--- src/rtl/motor_ramp_sequencer.sv ---
// Slew-limited speed/direction sequencer for motor_controller; reversals pass through stop plus dead time.
// Optional build macro MOTOR_ESTOP_EN enables the estop input and the STOPPED state.
module motor_ramp_sequencer #(
    parameter logic [15:0] RAMP_DIV    = 16'd1000,
    parameter logic [6:0]  STEP        = 7'd10,
    parameter logic [3:0]  DEAD_TICKS  = 4'd4,
    parameter logic [6:0]  PERIOD_SLOW = 7'd127,
    parameter logic [6:0]  PERIOD_MIN  = 7'd20
) (
    input  logic       i_clk,
    input  logic       i_reset,
    input  logic       i_cmd_valid,
    output logic       o_cmd_ready,
    input  logic       i_cmd_m1_sign,
    input  logic [6:0] i_cmd_m1_period,
    input  logic       i_cmd_m2_sign,
    input  logic [6:0] i_cmd_m2_period,
    input  logic       i_estop,
    output logic       o_motor1_sign,
    output logic [6:0] o_motor1_period,
    output logic       o_motor2_sign,
    output logic [6:0] o_motor2_period,
    output logic       o_settled
);

    typedef enum logic [2:0] {
        ST_HOLD,
        ST_RAMP,
        ST_BRAKE,
`ifdef MOTOR_ESTOP_EN
        ST_DEAD,
        ST_STOPPED
`else
        ST_DEAD
`endif
    } state_t;

    logic [15:0] r_presc;
    logic        r_cmd_ready;
    logic        r_settled;
    logic        w_tick;
    logic        w_accept;
    logic        w_estop;
    logic        w_out_sign   [2];
    logic [6:0]  w_out_period [2];
    logic        w_dead       [2];
    logic        w_calm       [2];

`ifdef MOTOR_ESTOP_EN
    assign w_estop = i_estop;
`else
    logic w_unused_estop;
    assign w_unused_estop = i_estop;
    assign w_estop        = 1'b0;
`endif

    assign w_tick   = (r_presc == RAMP_DIV - 16'd1);
    assign w_accept = i_cmd_valid && r_cmd_ready;

    always_ff @(posedge i_clk) begin
        if (i_reset) begin
            r_presc <= 16'd0;
        end else if (w_tick) begin
            r_presc <= 16'd0;
        end else begin
            r_presc <= r_presc + 16'd1;
        end
    end

    for (genvar g = 0; g < 2; g++) begin : g_motor
        state_t     r_state;
        state_t     w_state_nxt;
        logic       r_sign;
        logic       w_sign_nxt;
        logic [6:0] r_period;
        logic [6:0] w_period_nxt;
        logic [3:0] r_dead_cnt;
        logic [3:0] w_dead_nxt;
        logic       r_tgt_sign;
        logic [6:0] r_tgt_period;
        logic       w_cmd_sign;
        logic [6:0] w_cmd_raw;
        logic [6:0] w_cmd_period;
        logic       w_tgt_chg;
        logic       w_tgt_sign_nxt;
        logic [6:0] w_tgt_period_nxt;
        logic [7:0] w_up;
        logic [7:0] w_gap;

        assign w_cmd_sign   = (g == 0) ? i_cmd_m1_sign : i_cmd_m2_sign;
        assign w_cmd_raw    = (g == 0) ? i_cmd_m1_period : i_cmd_m2_period;
        assign w_cmd_period = (w_cmd_raw < PERIOD_MIN) ? PERIOD_MIN : w_cmd_raw;

        assign w_tgt_chg        = w_accept && ((w_cmd_sign != r_tgt_sign) || (w_cmd_period != r_tgt_period));
        assign w_tgt_sign_nxt   = w_accept ? w_cmd_sign : r_tgt_sign;
        assign w_tgt_period_nxt = w_accept ? w_cmd_period : r_tgt_period;

        // 8-bit intermediates so neither the brake climb nor the gap can wrap
        assign w_up  = {1'b0, r_period} + {1'b0, STEP};
        assign w_gap = (r_period >= r_tgt_period) ? {1'b0, r_period - r_tgt_period}
                                                  : {1'b0, r_tgt_period - r_period};

        always_comb begin
            w_state_nxt  = r_state;
            w_sign_nxt   = r_sign;
            w_period_nxt = r_period;
            w_dead_nxt   = r_dead_cnt;
`ifdef MOTOR_ESTOP_EN
            if (w_estop) begin
                w_state_nxt  = ST_STOPPED;
                w_period_nxt = PERIOD_SLOW;
            end else if (r_state == ST_STOPPED) begin
                if (w_accept) begin
                    if (w_cmd_sign == r_sign) begin
                        w_state_nxt = ST_RAMP;
                    end else begin
                        w_state_nxt = ST_DEAD;
                        w_dead_nxt  = 4'd0;
                    end
                end
            end else
`endif
            if (w_tick) begin
                case (r_state)
                    ST_HOLD: begin
                        if (r_tgt_sign != r_sign) begin
                            w_state_nxt = ST_BRAKE;
                        end else if (r_tgt_period != r_period) begin
                            w_state_nxt = ST_RAMP;
                        end
                    end
                    ST_RAMP: begin
                        if (r_tgt_sign != r_sign) begin
                            w_state_nxt = ST_BRAKE;
                        end else if (w_gap <= {1'b0, STEP}) begin
                            w_period_nxt = r_tgt_period;
                            w_state_nxt  = ST_HOLD;
                        end else if (r_period > r_tgt_period) begin
                            w_period_nxt = r_period - STEP;
                        end else begin
                            w_period_nxt = r_period + STEP;
                        end
                    end
                    ST_BRAKE: begin
                        if (r_tgt_sign == r_sign) begin
                            w_state_nxt = ST_RAMP;
                        end else if (w_up >= {1'b0, PERIOD_SLOW}) begin
                            w_period_nxt = PERIOD_SLOW;
                            w_state_nxt  = ST_DEAD;
                            w_dead_nxt   = 4'd0;
                        end else begin
                            w_period_nxt = w_up[6:0];
                        end
                    end
                    ST_DEAD: begin
                        w_period_nxt = PERIOD_SLOW;
                        if (r_dead_cnt == DEAD_TICKS - 4'd1) begin
                            w_sign_nxt  = r_tgt_sign;
                            w_state_nxt = ST_RAMP;
                        end else begin
                            w_dead_nxt = r_dead_cnt + 4'd1;
                        end
                    end
                    default: begin
                        w_state_nxt = ST_HOLD;
                    end
                endcase
            end
        end

        always_ff @(posedge i_clk) begin
            if (i_reset) begin
                r_state      <= ST_HOLD;
                r_sign       <= 1'b0;
                r_period     <= PERIOD_SLOW;
                r_dead_cnt   <= 4'd0;
                r_tgt_sign   <= 1'b0;
                r_tgt_period <= PERIOD_SLOW;
            end else begin
                r_state      <= w_state_nxt;
                r_sign       <= w_sign_nxt;
                r_period     <= w_period_nxt;
                r_dead_cnt   <= w_dead_nxt;
                r_tgt_sign   <= w_tgt_sign_nxt;
                r_tgt_period <= w_tgt_period_nxt;
            end
        end

        assign w_out_sign[g]   = r_sign;
        assign w_out_period[g] = r_period;
        assign w_dead[g]       = (r_state == ST_DEAD);
        assign w_calm[g]       = !w_tgt_chg && (w_state_nxt == ST_HOLD) &&
                                 (w_sign_nxt == w_tgt_sign_nxt) && (w_period_nxt == w_tgt_period_nxt);
    end

    // Ready lags the state by one cycle, so a command can still land on the cycle DEAD is entered
    always_ff @(posedge i_clk) begin
        if (i_reset) begin
            r_cmd_ready <= 1'b0;
            r_settled   <= 1'b1;
        end else begin
            r_cmd_ready <= !w_estop && !w_dead[0] && !w_dead[1];
            r_settled   <= w_calm[0] && w_calm[1];
        end
    end

    assign o_cmd_ready     = r_cmd_ready;
    assign o_settled       = r_settled;
    assign o_motor1_sign   = w_out_sign[0];
    assign o_motor1_period = w_out_period[0];
    assign o_motor2_sign   = w_out_sign[1];
    assign o_motor2_period = w_out_period[1];

endmodule

--- config.mk ---
export PLATFORM = sky130hd
export DESIGN_NAME = motor_ramp_sequencer
export DESIGN_NICKNAME = d
export VERILOG_FILES = /design/src/rtl/motor_ramp_sequencer.sv
export SDC_FILE = /design/constraint.sdc
export NUM_CORES = 1
export LEC_CHECK = 0
export ABC_CLOCK_PERIOD_IN_PS = 3300
export BUFFER_PORTS_ARGS = -buffer_cell sky130_fd_sc_hd__buf_2
export CORE_MARGIN = 1.5
export CORE_UTILIZATION = 48
export CTS_BUF_LIST = sky130_fd_sc_hd__clkbuf_4 sky130_fd_sc_hd__clkbuf_8
export CTS_CLUSTER_DIAMETER = 50
export DETAILED_ROUTE_END_ITERATION = 10
export PLACE_DENSITY = 0.66
export SYNTH_ARGS = -nofsm -noshare
export SYNTH_HDL_FRONTEND = slang
export SYNTH_SLANG_ARGS = --single-unit
export TNS_END_PERCENT = 1
--- constraint.sdc ---
create_clock -name i_clk -period 3.3 [get_ports i_clk]
set_input_delay 0.33 -clock i_clk [delete_from_list [all_inputs] [get_ports i_clk]]
set_output_delay 0.33 -clock i_clk [all_outputs]
set_load 0.005 [all_outputs]
==> metrics, run 1 <==
Slew Limit Fails 0; Core Area 0.0126 mm2; WL/cell 17.9 um; count of final hold-check violations 0; register area 0.00131 mm2; top_reg_cell synth dfxtp_1; Sw Ratio 0.371; endpoints failing setup 1; Filler cells 1138; clock share of power 0.251; dpl hpwl 14.7 mm; TritonCTS clock tree done; Inst Count DP 1077; largest net degree at the start of global routing 49; #FFs+latches synth 64; slowest stage delay, CP 0.40 ns; sequential share of power 0.323; Post-Syn Instances 820; crit-path max FO 3; Peak VDD IR 0.000269 V; power density over the cells 325 mW/mm2; I/O pin total 38; Hold Crit Class in -> reg; Post-synth EDFFs 0; Setup Crit Path Kind reg -> reg; global route overflow 0; TNS Setup -0.0412 ns; multi-input logic area between 0.004 and 0.005 mm2; Layout area overhead 24.6%; crit-path leading delay family compound AO/OA/AOI/OAI gates; CP arrival ~3.6 ns; Core Util, Final 0.613; Critical Path RT 3.56 ns; via count around 6600; row cnt 41; crit path cell chain clkinvlp_4 > ha_4 > nor2b_1 > o21bai_1 > a31oi_2 > o21bai_1 > inv_1 > buf_4 > fa_1 > xnor2_1 > nand2_1 > o21ai_1 > buf_4 > a211oi_1 > and4_1 > a31o_1; DP Worst Slack -0.120 ns; Post-Syn Area roughly 0.0062 mm2; global-route wire length before repair 31.2 mm; later-pin clock latency in the skew report 0.38 ns; fmax 0.299 GHz; placer congestion estimate 0.922; WP buf/inv 4; clk sinks 64; mean post-synth cell area ~7.6 um2; post-synth cell types 83; setup ws final -0.0412 ns; RSZ-0062 raised after global routing true; DRC marker count from the first detailed-route iteration 692; vias in the first global route between 6000 and 7000; Ant. Diodes 0; Global Route Usage Sum 0.293; Critical Path Start Type flip-flop; Routed WL slightly below 20 mm; most common cell after layout, fill and taps aside buf_4; Post-Syn Nets 885; Detailed Routing Iterations Pass 1 6; number of buffers created by CTS 9; NetSw 933 uW; Starting Density 0.492; Final period util 1.01; Ys Warns 0; die area 0.0136 mm2; clock root cell clkbuf_8; Max-Slew Margin vs Limit 0.318; max-cap viol count 0; Chip Height 117 um; Finished Layout Cells 1102; failing checks negative setup slack; clk buf depth 2; # nets final 990; Comb pwr share 0.426; slowest CP cell fa_1; drt drc 0; share of the yosys chip area belonging to registers 0.207; Routed Antenna Nets 0; status finished, violations left; vias per cell 6.00; IO buf count 36; initial antenna violation count 0; skew final approximately 0.015 ns; Slew @ Worst Pin 1.01 ns; layout cells sized above 1 0.282; clk slew on worst S/H paths 0.08 ns; hold-fix buffers at CTS 0; crit path time final 3.34 ns; Post-synth ARST share 0; most frequent cells in the layout 104 x buf_4, 77 x nor2_1, 59 x nand2_1; htree depth 3; leakage power between 0.003 and 0.004 uW; crit end category flip-flop; Int Power 1580 uW; DIE WIDTH 117 um
-- worst paths after layout --
kind                                      end  slack [ns]                          start  cells after the start
max reg2reg              o_settled$_SDFF_PP1_       -0.04  o_motor1_period[1]$_SDFF_PP1_                     16
min reg2reg             r_presc[0]$_SDFF_PP0_        0.45          r_presc[0]$_SDFF_PP0_                      1
max                      o_settled$_SDFF_PP1_       -0.04  o_motor1_period[1]$_SDFF_PP1_                     16
min          g_motor[1].r_tgt_sign$_SDFF_PP0_        0.26                  i_cmd_m2_sign                      3
-- timing repair --
item	CTS	global route
buffers inserted	3	6
pin swaps	2	30
endpoints found under the hold margin	0	0
gates resized for setup	20	63
endpoints found under the setup margin	1	5
-- state kept, by name, indices dropped and copies added, names as in the netlist --
register	flops
o_motor2_period	7
o_motor1_period	7
o_motor2_sign	1
g_motor.r_dead_cnt	8
o_settled	1
g_motor.r_tgt_period	14
r_presc	16
g_motor.r_state	6
o_motor1_sign	1
g_motor.r_tgt_sign	2
o_cmd_ready	1
-- cells in the mapped netlist, types with 9 or more instances --
library cell / instances / area, um2
a21o_1: 14 / 105
a21oi_1: 65 / 325
a31oi_1: 14 / 87.6
clkbuf_1: 28 / 105
dfxtp_1: 64 / 1280
ha_1: 39 / 488
inv_1: 53 / 199
mux2i_1: 17 / 170
nand2_1: 59 / 221
nand2b_1: 20 / 125
nand3_1: 21 / 105
nand4_1: 13 / 81.3
nor2_1: 77 / 289
nor2b_1: 10 / 62.6
nor3_1: 19 / 95.1
o21ai_0: 56 / 280
o21bai_1: 9 / 67.6
or2_2: 10 / 62.6
or3_1: 15 / 93.8
xnor2_1: 33 / 289
xor2_1: 19 / 166
-- final cells by class --
type	count	area share
clock buffer	9	0.0160
multi-input combinational	655	0.626
sequential	64	0.169
inverter	53	0.0262
timing repair buffer	142	0.128
tap	172	0.0278
clock inverter	7	0.00631
-- layer usage --
layer | track usage | vias up | share of wire | routed length [um]
met5 | 0 | - | 0 | 0
met4 | 0.0771 | 0 | 0.011 | 220
met3 | 0.0545 | 28 | 0.066 | 1310
met2 | 0.478 | 270 | 0.47 | 9300
met1 | 0.398 | 3159 | 0.45 | 8910
li1 | - | 3151 | - | -
-- power by group through the flow --
stage                     registers (uW)  clock network (uW)  logic, uW
after floorplan                      821                   0        623
after global placement               824                   0        898
after detailed placement             825                   0        927
after CTS                            808                 635        974
after global routing                 814                 678       1160
final                                812                 631       1070
-- worst reg2reg max path: stages (launching register included) --
cell	delay, ns
dfxtp_4	0.37
clkinvlp_4	0.16
ha_4	0.26
nor2b_1	0.14
o21bai_1	0.24
a31oi_2	0.14
o21bai_1	0.20
inv_1	0.08
buf_4	0.15
fa_1	0.40
xnor2_1	0.20
nand2_1	0.09
o21ai_1	0.17
buf_4	0.17
a211oi_1	0.06
and4_1	0.20
a31o_1	0.21
-- cells by family (layout without fill, tap and decap cells) --
kind of cell | Yosys count | in the layout | share of synthesized area
AOI/OAI and AO/OA | 245 | 245 | 0.260
xor gates and xnor gates | 53 | 53 | 0.0760
adders and majority gates | 45 | 45 | 0.0980
DFF | 64 | 64 | 0.207
buffers and inverters | 101 | 211 | 0.0734
muxes | 21 | 21 | 0.0357
and+or+nand+nor | 291 | 291 | 0.250
-- stage by stage --
stage	instance area, um2	total power [uW]	hold slack (ns)
floorplan	6250	1440	0.418
global placement	7110	1720	0.430
detailed placement	7110	1750	0.442
CTS	7380	2420	0.249
global route	7730	2650	0.277
finish	7730	2510	0.256
No activity file was read; power rests on OpenSTA's default activity.
==> inputs of run 2 (changes only) <==
CELL_PAD_IN_SITES_DETAIL_PLACEMENT = 0   (was default)
CELL_PAD_IN_SITES_GLOBAL_PLACEMENT = 1   (was default)
CORE_UTILIZATION = 43   (was 48)
PLACE_DENSITY = 0.77   (was 0.66)
==> metrics, run 2 (same netlist as run 1, synthesis figures left out) <==
status complete, no violations (was finished, violations left); Ant. Diodes 0 (unchanged); IO buf count 36 (unchanged); Detailed Routing Iterations Pass 1 7 (was 6); Core Area 0.0140 mm2 (was 0.0126 mm2); Largest regs r_presc: 16 flops, g_motor.r_tgt_period: 14 flops, g_motor.r_dead_cnt: 8 flops (unchanged); global route overflow 0 (unchanged); # nets final 995 (was 990); WL/cell 17.6 um (was 17.9 um); Hold Crit Class in -> reg (unchanged); Global Route Usage Sum 0.256 (was 0.293); DRC marker count from the first detailed-route iteration 528 (was 692); number of buffers created by CTS 9 (unchanged); TNS Setup 0 ns (was -0.0412 ns); leakage power 0.00324 uW (was 0.00321 uW); crit-path max FO 3 (unchanged); final instance area 0.00781 mm2 (was 0.00773 mm2); Slew @ Worst Pin 0.989 ns (was 1.01 ns); skew final 0.0137 ns (was 0.0154 ns); fmax 0.308 GHz (was 0.299 GHz); placer congestion estimate 0.867 (was 0.922); Routed Antenna Nets 0 (unchanged); clock root cell clkbuf_8 (unchanged); Max-Slew Margin vs Limit 0.333 (was 0.318); later-pin clock latency in the skew report 0.36 ns (was 0.38 ns); clk sinks 64 (unchanged); Inst Count DP 1089 (was 1077); most common cell after layout, fill and taps aside buf_4 (unchanged); Chip Height 123 um (was 117 um); register area 0.00131 mm2 (about the same); endpoints failing setup 0 (was 1); max reg flops 16 (unchanged); global-route wire length before repair 30.6 mm (was 31.2 mm); Layout area overhead 25.9% (was 24.6%); dpl hpwl 15.0 mm (was 14.7 mm); Setup Crit Path Kind reg -> reg (unchanged); initial antenna violation count 0 (unchanged); Peak VDD IR 0.000164 V (was 0.000269 V); CP arrival 3.54 ns (was 3.60 ns); placed cell area 0.00715 mm2 (was 0.00711 mm2); drt drc 0 (unchanged); count of final hold-check violations 0 (unchanged); via count 6539 (was 6608); Starting Density 0.443 (was 0.492); hold-fix buffers at CTS 0 (unchanged); crit path time final 3.24 ns (was 3.34 ns); TritonCTS clock tree done (unchanged); Critical Path Start Type flip-flop (unchanged); vias in the first global route 6162 (was 6280); Critical Path RT 3.60 ns (was 3.56 ns); most frequent cells in the layout 108 x buf_4, 77 x nor2_1, 59 x nand2_1, 59 x a21oi_1, 50 x o21ai_0 (was 104 x buf_4, 77 x nor2_1, 59 x nand2_1); htree depth 3 (unchanged); Finished Layout Cells 1115 (was 1102); power density over the cells 331 mW/mm2 (was 325 mW/mm2); I/O pin total 38 (unchanged); Routed WL 19.6 mm (was 19.7 mm); row cnt 43 (was 41); Final period util 0.982 (was 1.01); crit end category flip-flop (unchanged); Largest Register r_presc (unchanged); die area 0.0152 mm2 (was 0.0136 mm2); vias per cell 5.86 (was 6.00); layout cells sized above 1 0.290 (was 0.282); largest net degree at the start of global routing 49 (unchanged); RSZ-0062 raised after global routing true (unchanged); clk slew on worst S/H paths 0.08 ns (about the same); total power 2590 uW (was 2510 uW); Filler cells 1353 (was 1138); multi-input logic area 0.00485 mm2 (was 0.00484 mm2); Slew Limit Fails 0 (unchanged); max-cap viol count 0 (unchanged); clk buf depth 2 (unchanged); DIE WIDTH 123 um (was 117 um)
run 2: cell count changes in the layout (fill, tap and decap cells not counted), sizes merged:
cell / before / now
buf: 142 / 147
clkinvlp: 2 / 3
inv: 52 / 53
clkinv: 6 / 2
clkbuf: 9 / 11
run 2: power breakdown:
| part | leakage, uW | switching (uW) | internal, uW |
|---|---|---|---|
| Clock | 0.0000963 | 345 | 319 |
| Combinational | 0.00263 | 565 | 545 |
| Sequential | 0.000514 | 22.6 | 789 |
| Total | 0.00324 | 932 | 1650 |
run 2: layout make-up:
class | instances | area share
Tap cell | 180 | 0.0288
Clock inverter | 5 | 0.00497
Timing Repair Buffer | 147 | 0.132
Clock buffer | 11 | 0.0194
Inverter | 53 | 0.0264
Multi-Input combinational cell | 655 | 0.620
Sequential cell | 64 | 0.168
run 2: routing by layer:
metal	global-route usage	wire length (um)	part of all wire
met4	0.0603	229	0.012
met3	0.0443	1330	0.068
met2	0.418	9210	0.47
met1	0.353	8880	0.45
met5	0	0	0
run 2: stage by stage:
| stage | setup slack [ns] | hold WS (ns) | utilization |
|---|---|---|---|
| detailed placement | -0.144 | 0.447 | 0.511 |
| floorplan | 0.00656 | 0.418 | - |
| global placement | -0.0400 | 0.430 | 0.511 |
| CTS | 0.00184 | 0.247 | 0.535 |
| global route | -0.167 | 0.273 | 0.558 |
| finish | 0.0579 | 0.264 | 0.558 |
run 2: timing repair:
item | in CTS | in global routing
gates resized for setup | 30 | 55
setup buffers | 2 | 9
endpoints found under the setup margin | 1 | 4
pin swaps | 13 | 36
run 2: worst paths after layout:
kind	from	end	slack, ns	depth (start not counted)
setup reg to reg	o_motor1_period[1]$_SDFF_PP1_	o_settled$_SDFF_PP1_	0.06	16
hold / removal	i_cmd_m2_sign	g_motor[1].r_tgt_sign$_SDFF_PP0_	0.26	3
hold reg to reg	r_presc[0]$_SDFF_PP0_	r_presc[0]$_SDFF_PP0_	0.45	1
setup / recovery	o_motor1_period[1]$_SDFF_PP1_	o_settled$_SDFF_PP1_	0.06	16
run 2: worst max-delay path, cell delays in order (launching register included):
cell and delay [ns]:
dfxtp_4 0.37, clkinvlp_4 0.16, ha_4 0.25, nor2b_2 0.16
o21bai_2 0.20, a31oi_2 0.13, o21bai_1 0.21, inv_1 0.09
ha_1 0.27, a21o_1 0.18, a21oi_2 0.17, xnor2_1 0.15
mux2i_1 0.10, a21oi_1 0.19, nor3_2 0.09, a2111oi_2 0.28
a31o_1 0.17
==> inputs of run 3 (changes only) <==
ABC_AREA = 1   (was default)
CELL_PAD_IN_SITES_DETAIL_PLACEMENT = 1   (was 0)
CELL_PAD_IN_SITES_GLOBAL_PLACEMENT = 2   (was 1)
CORE_UTILIZATION = 30   (was 43)
PLACE_DENSITY = 0.76   (was 0.77)
==> metrics, run 3 <==
leakage power 0.00373 uW (was 0.00324 uW); crit path time final 2.98 ns (was 3.24 ns); slowest CP cell fa_1 (was dfxtp_4); Post-synth EDFFs 0 (unchanged); Critical path origin o_motor1_period[1]$_SDFF_PP1_ (unchanged); TritonCTS clock tree done (unchanged); DIE WIDTH 146 um (was 123 um); IO buf count 36 (unchanged); clock root cell clkbuf_8 (unchanged); top-count cell post-synth nand2_1 (was nor2_1); vias per cell 4.78 (was 5.86); Max-Slew Margin vs Limit 0.250 (was 0.333); # nets final 1191 (was 995); crit path cell chain inv_1 > ha_1 > nand3_1 > nand2_1 > nand2_2 > nand2_1 > nand2_2 > inv_4 > fa_1 > nand3_1 > nand2_1 > xnor2_1 > nand4_1 > nand3b_1 > nand2_1 > nand2_1 > nand2_1 > nand2_1 > nor2_1 > nand2_1 > nor2_1 > nand2_1 > nand2_1 (was clkinvlp_4 > ha_4 > nor2b_2 > o21bai_2 > a31oi_2 > o21bai_1 > inv_1 > ha_1 > a21o_1 > a21oi_2 > xnor2_1 > mux2i_1 > a21oi_1 > nor3_2 > a2111oi_2 > a31o_1); Post-Syn Area 0.00612 mm2 (was 0.00620 mm2); clk buf depth 2 (unchanged); fmax 0.335 GHz (was 0.308 GHz); row cnt 52 (was 43); Critical Path Start Type flip-flop (unchanged); slowest stage delay, CP 0.39 ns (was 0.37 ns); share of the yosys chip area belonging to registers 0.209 (was 0.207); initial antenna violation count 0 (unchanged); most frequent cells in the layout 350 x nand2_1, 137 x inv_1, 106 x nor2_1 (was 108 x buf_4, 77 x nor2_1, 59 x nand2_1, 59 x a21oi_1, 50 x o21ai_0); Critical Path RT 3.55 ns (was 3.60 ns); crit end category flip-flop (unchanged); Largest regs r_presc: 16 flops, g_motor.r_tgt_period: 14 flops, g_motor.r_dead_cnt: 8 flops (unchanged); biggest area consumer among synthesized cells nand2_1 (was dfxtp_1); Area contributors post-synth nand2_1 22%, dfxtp_1 21%, inv_1 8.7%, ha_1 8.0%, nand3_1 7.0% (was dfxtp_1 21%, ha_1 7.9%, a21oi_1 5.2%, nor2_1 4.7%, xnor2_1 4.7%); placer congestion estimate 0.832 (was 0.867); total length of routed met3 wires 670 um (was 1.33 mm); R2R cell count 23 (was 16); max reg flops 16 (unchanged); crit-path max FO 5 (was 3); number of buffers created by CTS 9 (unchanged); count of final hold-check violations 0 (unchanged); vias in the first global route 6534 (was 6162); Hold Startpoint i_reset (was i_cmd_m2_sign); top routing layer used met4 (unchanged); most common cell after layout, fill and taps aside nand2_1 (was buf_4); skew final 0.0102 ns (was 0.0137 ns); CP arrival 3.23 ns (was 3.54 ns); final instance area 0.00738 mm2 (was 0.00781 mm2); Hold Path Cell Cnt 2 (was 3); top_reg_cell synth dfxtp_1 (unchanged); placed cell area 0.00688 mm2 (was 0.00715 mm2); Slew @ Worst Pin 1.12 ns (was 0.989 ns); Post-Syn Nets 1111 (was 885); RR Startpoint o_motor1_period[1]$_SDFF_PP1_ (unchanged); max-cap viol count 0 (unchanged); Final period util 0.904 (was 0.982); Slew Limit Fails 0 (unchanged); power density over the cells 321 mW/mm2 (was 331 mW/mm2); Global Route Usage Sum 0.195 (was 0.256); Setup Crit Path Kind reg -> reg (unchanged); most frequent CP cell nand2_1; Hold Crit Class in -> reg (unchanged); hold-fix buffers at CTS 0 (unchanged); global route overflow 0 (unchanged); commonest cells in the netlist 357 x nand2_1, 141 x inv_1, 107 x nor2_1 (was 77 x nor2_1, 65 x a21oi_1, 64 x dfxtp_1); die area 0.0213 mm2 (was 0.0152 mm2); later-pin clock latency in the skew report 0.37 ns (was 0.36 ns); #FFs+latches synth 64 (unchanged); htree depth 3 (unchanged); Peak VDD IR 0.000183 V (was 0.000164 V); endpoints failing setup 0 (unchanged); layout cells sized above 1 0.156 (was 0.290); global-route wire length before repair 33.3 mm (was 30.6 mm); DRC marker count from the first detailed-route iteration 225 (was 528); Post-synth ARST share 0 (unchanged); Detailed Routing Iterations Pass 1 4 (was 7); Post-Syn Instances 1046 (was 820); drt drc 0 (unchanged); WL/cell 14.6 um (was 17.6 um); Layout area overhead 20.6% (was 25.9%); clk sinks 64 (unchanged); Routed Antenna Nets 0 (unchanged); largest net degree at the start of global routing 31 (was 49); Chip Height 146 um (was 123 um); status complete, no violations (unchanged); Largest Register r_presc (unchanged); met1 WL 10.5 mm (was 8.88 mm); DR WL met2 9.14 mm (was 9.21 mm); Starting Density 0.304 (was 0.443); dpl hpwl 16.5 mm (was 15.0 mm); clk slew on worst S/H paths 0.08 ns (about the same); Ys Warns 0 (unchanged); Routed WL 20.4 mm (was 19.6 mm); I/O pin total 38 (unchanged); via count 6703 (was 6539); mean post-synth cell area 5.85 um2 (was 7.57 um2); Yosys top cell area share 0.219 (was 0.207); post-synth cell types 39 (was 83); Core Util, Final 0.367 (was 0.558); Ant. Diodes 0 (unchanged); Core Area 0.0201 mm2 (was 0.0140 mm2)
-- run 3: cell types whose count changed in the layout (fill, tap and decap cells not counted), sizes merged, moves of 9 or more --
cell	before	now
a21o	14	0
a21oi	69	36
a31oi	14	1
buf	147	86
inv	53	145
mux2i	18	0
nand2	59	366
nand2b	20	0
nand3	21	93
nor2	77	113
nor2b	10	0
o21ai	59	68
or3	15	0
xnor2	34	6
-- run 3: metal layers --
layer / global-route usage / vias to the layer above
met3: 0.0266 / 10
met1: 0.280 / 3126
met2: 0.315 / 78
met5: 0 / -
li1: - / 3489
met4: 0.0291 / 0
-- run 3: logic make-up (layout without fill, tap and decap cells) --
family	Yosys count	in the layout	synth area share
AND/OR/NAND/NOR	633	634	0.447
buffers and inverters	164	248	0.108
AO/OA/AOI/OAI	115	115	0.0998
adder cells (fa/ha/maj)	45	45	0.0994
flip-flops	64	64	0.209
XOR/XNOR	25	25	0.0358
-- run 3: power by group --
part	switching, uW	leakage [uW]	internal, uW
Combinational	474	0.00311	300
Sequential	16.1	0.000517	787
Clock	344	0.000109	448
Total	834	0.00373	1540
-- run 3: cell type report --
type,instances,area [um2]
flip-flops and latches,64,1290
inverters,146,551
repair buffers,86,556
clock inverters,6,92.6
well taps,270,338
fillers,2688,12700
clock buffers,10,138
multi-input cells,819,4410
-- run 3: final timing paths --
path,end,slack [ns]
max,o_settled$_SDFF_PP1_,0.32
min,o_motor1_sign$_SDFF_PP0_,0.32
max reg2reg,o_settled$_SDFF_PP1_,0.32
min reg2reg,r_presc[0]$_SDFF_PP0_,0.45
-- run 3: metrics by stage --
stage / worst slack [ns] / hold slack (ns) / total power [uW] / cells / TNS [ns]
final: 0.317 / 0.325 / 2370 / 1401 / 0
after global routing: -0.00652 / 0.315 / 2540 / 1401 / -0.00652
after CTS: 0.0365 / 0.314 / 2330 / 1398 / 0
after detailed placement: 0.0639 / 0.440 / 1520 / 1382 / 0
after global placement: 0.105 / 0.432 / 1510 / 1382 / 0
after floorplan: 0.0825 / 0.408 / 1320 / 1046 / 0
-- run 3: repair_timing --
| item | CTS | global route |
|---|---|---|
| gates resized for setup | 0 | 50 |
| setup buffers | 0 | 2 |
| endpoints found under the setup margin | 0 | 1 |
-- run 3: worst max-delay path, delay by kind of cell (launching register included) --
family / cells / cell delay (ns)
and+or+nand+nor: 18 / 1.47
xor gates and xnor gates: 1 / 0.13
DFF: 1 / 0.38
adders and majority gates: 2 / 0.73
buffers and inverters: 2 / 0.14
